**src/rtl/seq_mag_comparator_if.sv**
```systemverilog
// rtl/seq_mag_comparator_if.sv - start/done handshake and result bundle for seq_mag_comparator
interface seq_mag_comparator_if #(
    parameter int WIDTH = 16
);
    logic             start;
    logic             signed_mode;
    logic [WIDTH-1:0] a;
    logic [WIDTH-1:0] b;
    logic             busy;
    logic             done;
    logic             a_eq_b;
    logic             a_ls_b;
    logic             a_gr_b;

    modport master (
        output start, signed_mode, a, b,
        input  busy, done, a_eq_b, a_ls_b, a_gr_b
    );

    modport slave (
        input  start, signed_mode, a, b,
        output busy, done, a_eq_b, a_ls_b, a_gr_b
    );
endinterface

```
**src/rtl/seq_mag_comparator.sv**
```systemverilog
// rtl/seq_mag_comparator.sv - multi-cycle chunked magnitude comparator, MSB chunk first, early exit
module seq_mag_comparator #(
    parameter int WIDTH = 16,
    parameter int CHUNK = 4
) (
    input  logic                 clk,
    input  logic                 rst_n,
    seq_mag_comparator_if.slave  cmp
);
    localparam int NCHUNK = WIDTH / CHUNK;
    localparam int IDX_W  = (NCHUNK > 1) ? $clog2(NCHUNK) : 1;
    localparam logic [IDX_W-1:0] LAST_IDX = IDX_W'(NCHUNK - 1);
    localparam logic [WIDTH-1:0] MSB_MASK = WIDTH'(1) << (WIDTH - 1);

    typedef enum logic {IDLE, RUN} state_t;

    state_t           state_q, state_d;
    logic [WIDTH-1:0] ra_q, ra_d;
    logic [WIDTH-1:0] rb_q, rb_d;
    logic [IDX_W-1:0] idx_q, idx_d;
    logic             busy_q, busy_d;
    logic             done_q, done_d;
    logic             eq_q, eq_d;
    logic             ls_q, ls_d;
    logic             gr_q, gr_d;

    logic [CHUNK-1:0] chunk_a;
    logic [CHUNK-1:0] chunk_b;

    // Operands shift left as chunks match, so the chunk under test is always on top.
    assign chunk_a = ra_q[WIDTH-1 -: CHUNK];
    assign chunk_b = rb_q[WIDTH-1 -: CHUNK];

    always_comb begin
        state_d = state_q;
        ra_d    = ra_q;
        rb_d    = rb_q;
        idx_d   = idx_q;
        busy_d  = busy_q;
        done_d  = 1'b0;
        eq_d    = eq_q;
        ls_d    = ls_q;
        gr_d    = gr_q;
        case (state_q)
            IDLE: begin
                if (cmp.start) begin
                    // Flipping the sign bit maps two's complement onto offset binary.
                    ra_d    = cmp.a ^ (cmp.signed_mode ? MSB_MASK : '0);
                    rb_d    = cmp.b ^ (cmp.signed_mode ? MSB_MASK : '0);
                    idx_d   = '0;
                    eq_d    = 1'b0;
                    ls_d    = 1'b0;
                    gr_d    = 1'b0;
                    busy_d  = 1'b1;
                    state_d = RUN;
                end
            end
            RUN: begin
                if (chunk_a != chunk_b) begin
                    gr_d    = chunk_a > chunk_b;
                    ls_d    = chunk_a < chunk_b;
                    done_d  = 1'b1;
                    busy_d  = 1'b0;
                    state_d = IDLE;
                end else if (idx_q == LAST_IDX) begin
                    eq_d    = 1'b1;
                    done_d  = 1'b1;
                    busy_d  = 1'b0;
                    state_d = IDLE;
                end else begin
                    idx_d = idx_q + 1'b1;
                    ra_d  = ra_q << CHUNK;
                    rb_d  = rb_q << CHUNK;
                end
            end
            default: state_d = IDLE;
        endcase
    end

    always_ff @(posedge clk or negedge rst_n) begin
        if (!rst_n) begin
            state_q <= IDLE;
            ra_q    <= '0;
            rb_q    <= '0;
            idx_q   <= '0;
            busy_q  <= 1'b0;
            done_q  <= 1'b0;
            eq_q    <= 1'b0;
            ls_q    <= 1'b0;
            gr_q    <= 1'b0;
        end else begin
            state_q <= state_d;
            ra_q    <= ra_d;
            rb_q    <= rb_d;
            idx_q   <= idx_d;
            busy_q  <= busy_d;
            done_q  <= done_d;
            eq_q    <= eq_d;
            ls_q    <= ls_d;
            gr_q    <= gr_d;
        end
    end

    assign cmp.busy   = busy_q;
    assign cmp.done   = done_q;
    assign cmp.a_eq_b = eq_q;
    assign cmp.a_ls_b = ls_q;
    assign cmp.a_gr_b = gr_q;
endmodule

```
**src/flat_wrapper.sv**
```systemverilog
// flat-port wrapper written by rule: the top's interface ports become plain ports
module seq_mag_comparator_flat 
#(
    parameter int WIDTH = 16,
    parameter int CHUNK = 4
)
  (clk, rst_n, cmp_start, cmp_signed_mode, cmp_a, cmp_b, cmp_busy, cmp_done, cmp_a_eq_b, cmp_a_ls_b, cmp_a_gr_b);
  seq_mag_comparator_if #(.WIDTH(WIDTH)) cmp_i ();
  input  logic clk;
  input  logic rst_n;
  input wire logic [$bits(cmp_i.start)-1:0] cmp_start;
  input wire logic [$bits(cmp_i.signed_mode)-1:0] cmp_signed_mode;
  input wire logic [$bits(cmp_i.a)-1:0] cmp_a;
  input wire logic [$bits(cmp_i.b)-1:0] cmp_b;
  output wire logic [$bits(cmp_i.busy)-1:0] cmp_busy;
  output wire logic [$bits(cmp_i.done)-1:0] cmp_done;
  output wire logic [$bits(cmp_i.a_eq_b)-1:0] cmp_a_eq_b;
  output wire logic [$bits(cmp_i.a_ls_b)-1:0] cmp_a_ls_b;
  output wire logic [$bits(cmp_i.a_gr_b)-1:0] cmp_a_gr_b;
  assign cmp_i.start = cmp_start;
  assign cmp_i.signed_mode = cmp_signed_mode;
  assign cmp_i.a = cmp_a;
  assign cmp_i.b = cmp_b;
  assign cmp_busy = cmp_i.busy;
  assign cmp_done = cmp_i.done;
  assign cmp_a_eq_b = cmp_i.a_eq_b;
  assign cmp_a_ls_b = cmp_i.a_ls_b;
  assign cmp_a_gr_b = cmp_i.a_gr_b;
  seq_mag_comparator #(.WIDTH(WIDTH), .CHUNK(CHUNK)) u_core (.clk(clk), .rst_n(rst_n), .cmp(cmp_i));
endmodule
```
**config.mk**
```make
export PLATFORM = sky130hd
export DESIGN_NAME = seq_mag_comparator_flat
export DESIGN_NICKNAME = d
export VERILOG_FILES = /design/src/rtl/seq_mag_comparator_if.sv /design/src/rtl/seq_mag_comparator.sv /design/src/flat_wrapper.sv
export SDC_FILE = /design/constraint.sdc
export NUM_CORES = 1
export LEC_CHECK = 0
export ABC_AREA = 1
export BUFFER_PORTS_ARGS = -buffer_cell sky130_fd_sc_hd__buf_4
export CAP_MARGIN = 15
export CORE_ASPECT_RATIO = 1.2
export CORE_UTILIZATION = 45
export DETAILED_ROUTE_END_ITERATION = 8
export PLACE_DENSITY = 0.71
export SLEW_MARGIN = 20
export SYNTH_ARGS = -nofsm -noshare
export SYNTH_HDL_FRONTEND = slang
export SYNTH_SLANG_ARGS = --single-unit
```
**constraint.sdc**
```tcl
create_clock -name clk -period 2.74 [get_ports clk]
set_clock_uncertainty 0.05 [all_clocks]
set_input_delay 0.548 -clock clk [delete_from_list [all_inputs] [get_ports clk]]
set_output_delay 0.548 -clock clk [all_outputs]
set_load 0.01 [all_outputs]
```
==> metrics <==
Seq/Total Area, Yosys 0.484; Worst Tran Pin Value ~650 ps; CTS resizes 0; GRT Overall Usage 0.192; I/O pin count 41; met2 WL around 2100 um; Die Area around 4900 um^2; wirelength, routed between 4000 and 5000 um; vias in the first global route between 1500 and 2000; Synth top area share 0.484; Core Region 4330 um^2; antenna diode count 0; DR top layer met4; Setup CP Type reg2reg; area of the multi-input gates 928 um^2; synthesis-stage register bit count 40; reg2reg path depth 7; Critical Path RT slightly below 3000 ps; Crit path arrival time ~2200 ps; drt first pass iters 4; initial antenna violation count 0; Critical R2R Launch u_core.ra_q[15]$_DFFE_PN0P_; Worst setup SP type flip-flop; post-synthesis cell count approximately 280; Synth Area per Inst 7.49 um^2; Area Growth Syn to Fin 20.3%; Cell Rows 26; Initial Util 0.478; DRC 0; largest net degree at the start of global routing a little over 40; f_max 501 MHz; Post-CTS Hold Buffers 0; sequential cell area around 1000 um^2; setup ws final about 740 ps; WL met1 ~1900 um; GPL Wtd Cong roughly 0.80; vias between 1500 and 2000; Final period util 0.729; post-route cell area 2490 um^2; WL/cell ~11 um; fraction of layout cells with a size suffix above 1 0.183; Synth area leaders dfrtp_1, nand2_1, nand3_1; Post-synth EDFFs 0; CTS buffer count 5; DP Area approximately 2400 um^2; Synth top cells by count nand2_1, dfrtp_1, nand3_1; Iter 0 DRT Violations a little under 100; Die Span X around 64 um; leading area contributor after synthesis dfrtp_1; Final min period 2000 ps; total grt overflow 0; Post-CTS Setup Repair Bufs 0; ys async rst share 1.00; r2r endpoint u_core.ra_q[13]$_DFFE_PN0P_; post-route ant nets 0; PwrDens slightly above 1000 nW/um^2; Distinct cells, synth 18; count leader, synth nand2_1; Final Max Slew Viols 0; root buf cell clkbuf_8; synth warn 0; worst hold path type in2async; syn_nets ~320; outcome finished, final reports clean; normalized max-slew margin 0.560; RSZ-0062 raised after global routing false; Layout Nets around 350; Vias per Instance roughly 4.9; Mapped Area about 2100 um^2; CTS tree done; DIE HEIGHT 76.2 um; Final TNS setup 0 ps; first-pass GRT wire length between 7000 and 8000 um; worst slack, placed 745 ps; Worst R2R Setup Slack approximately 740 ps; clock sink count 40; wire length on met3 163 um; Pleak about 0.0014 uW; max cap viols 0; Filler cells around 440; Synth Flop Type dfrtp_1; Crit. End Element flip-flop; CP max FO 35; Final Hold Fails 0; worst skew pair latency between 200 and 300 ps; CTS HTree Levels 2; Reg clk slew, reported paths roughly 80 ps; HPWL Detailed 2770 um; number of port buffers 40; # setup viols final 0; Worst IR Drop VDD a little under 500 uV; Longest Clk Path Bufs 2
==> how the worst max path moves through the flow <==
stage / from / endpoint / cells after the start
detailed placement: u_core.ra_q[15]$_DFFE_PN0P_ / u_core.ra_q[13]$_DFFE_PN0P_ / 7
global route: u_core.ra_q[15]$_DFFE_PN0P_ / u_core.ra_q[10]$_DFFE_PN0P_ / 7
finish: u_core.ra_q[15]$_DFFE_PN0P_ / u_core.ra_q[13]$_DFFE_PN0P_ / 7
floorplan: u_core.ra_q[15]$_DFFE_PN0P_ / u_core.ra_q[12]$_DFFE_PN0P_ / 7
CTS: u_core.ra_q[15]$_DFFE_PN0P_ / u_core.ra_q[13]$_DFFE_PN0P_ / 7
global placement: u_core.rb_q[15]$_DFFE_PN0P_ / u_core.ra_q[13]$_DFFE_PN0P_ / 8
==> cell type report <==
type	instances	share of cell area
Clock buffer	7	0.0388
Multi-Input combinational cell	210	0.373
Inverter	12	0.0181
Sequential cell	40	0.403
Tap cell	56	0.0282
Timing Repair Buffer	42	0.127
Clock inverter	1	0.0121
==> routing by layer <==
layer,GRT usage,vias up
met5,0,-
met4,0.0545,0
met3,0.0464,4
met2,0.306,39
met1,0.259,812
li1,-,933
==> sequential cells by signal, indices dropped and copies added (netlist names) <==
name and flops:
u_core.cmp.done 1, u_core.cmp.a_ls_b 1, u_core.cmp.busy 1, u_core.ra_q 16
u_core.cmp.a_gr_b 1, u_core.state_q 1, u_core.idx_q 2, u_core.rb_q 16
u_core.cmp.a_eq_b 1
==> power breakdown <==
part	switching, uW	total, uW	leakage (uW)	internal [uW]
sequential	162	1010	0.000502	851
combinational	612	993	0.000863	381
clock	202	524	0.0000645	321
total	977	2530	0.00143	1550
==> worst max-delay path: stages, from the launching register on <==
cell and delay, ps:
dfrtp_1 390, ha_1 310, nand2_2 90, nor2_4 180
nand3_4 350, nand2_4 390, nand2_1 110, nand2_1 70
==> metrics by stage <==
stage           util  total power, uW  hold WS (ps)  cells
5_1_grt        0.575             2770           211    368
3_5_place_dp   0.545             2030           415    360
2_1_floorplan      -             1790           202    276
6_report       0.575             2530           178    368
3_3_place_gp   0.545             2000           416    360
4_1_cts        0.575             2550           192    368
==> placed cells by master (no fill, tap or decap), drive strengths merged <==
master  synthesis  final
dfrtp          40     40
nand3          39     39
ha              5      5
inv            12     12
bufinv          0      1
o21ai           3      3
a21oi           1      1
nand2         156    156
nand4           2      2
clkbuf          1      7
nor2            4      4
buf            13     42
==> cells by family (layout without fill, tap and decap cells) <==
| logic type | Yosys count | after routing | synth area share |
|---|---|---|---|
| flops | 40 | 40 | 0.484 |
| compound gates | 4 | 4 | 0.00968 |
| buf+inv | 26 | 62 | 0.0666 |
| simple gates | 201 | 201 | 0.409 |
| fa+ha+maj | 5 | 5 | 0.0303 |
No activity file was read; power rests on OpenSTA's default activity.
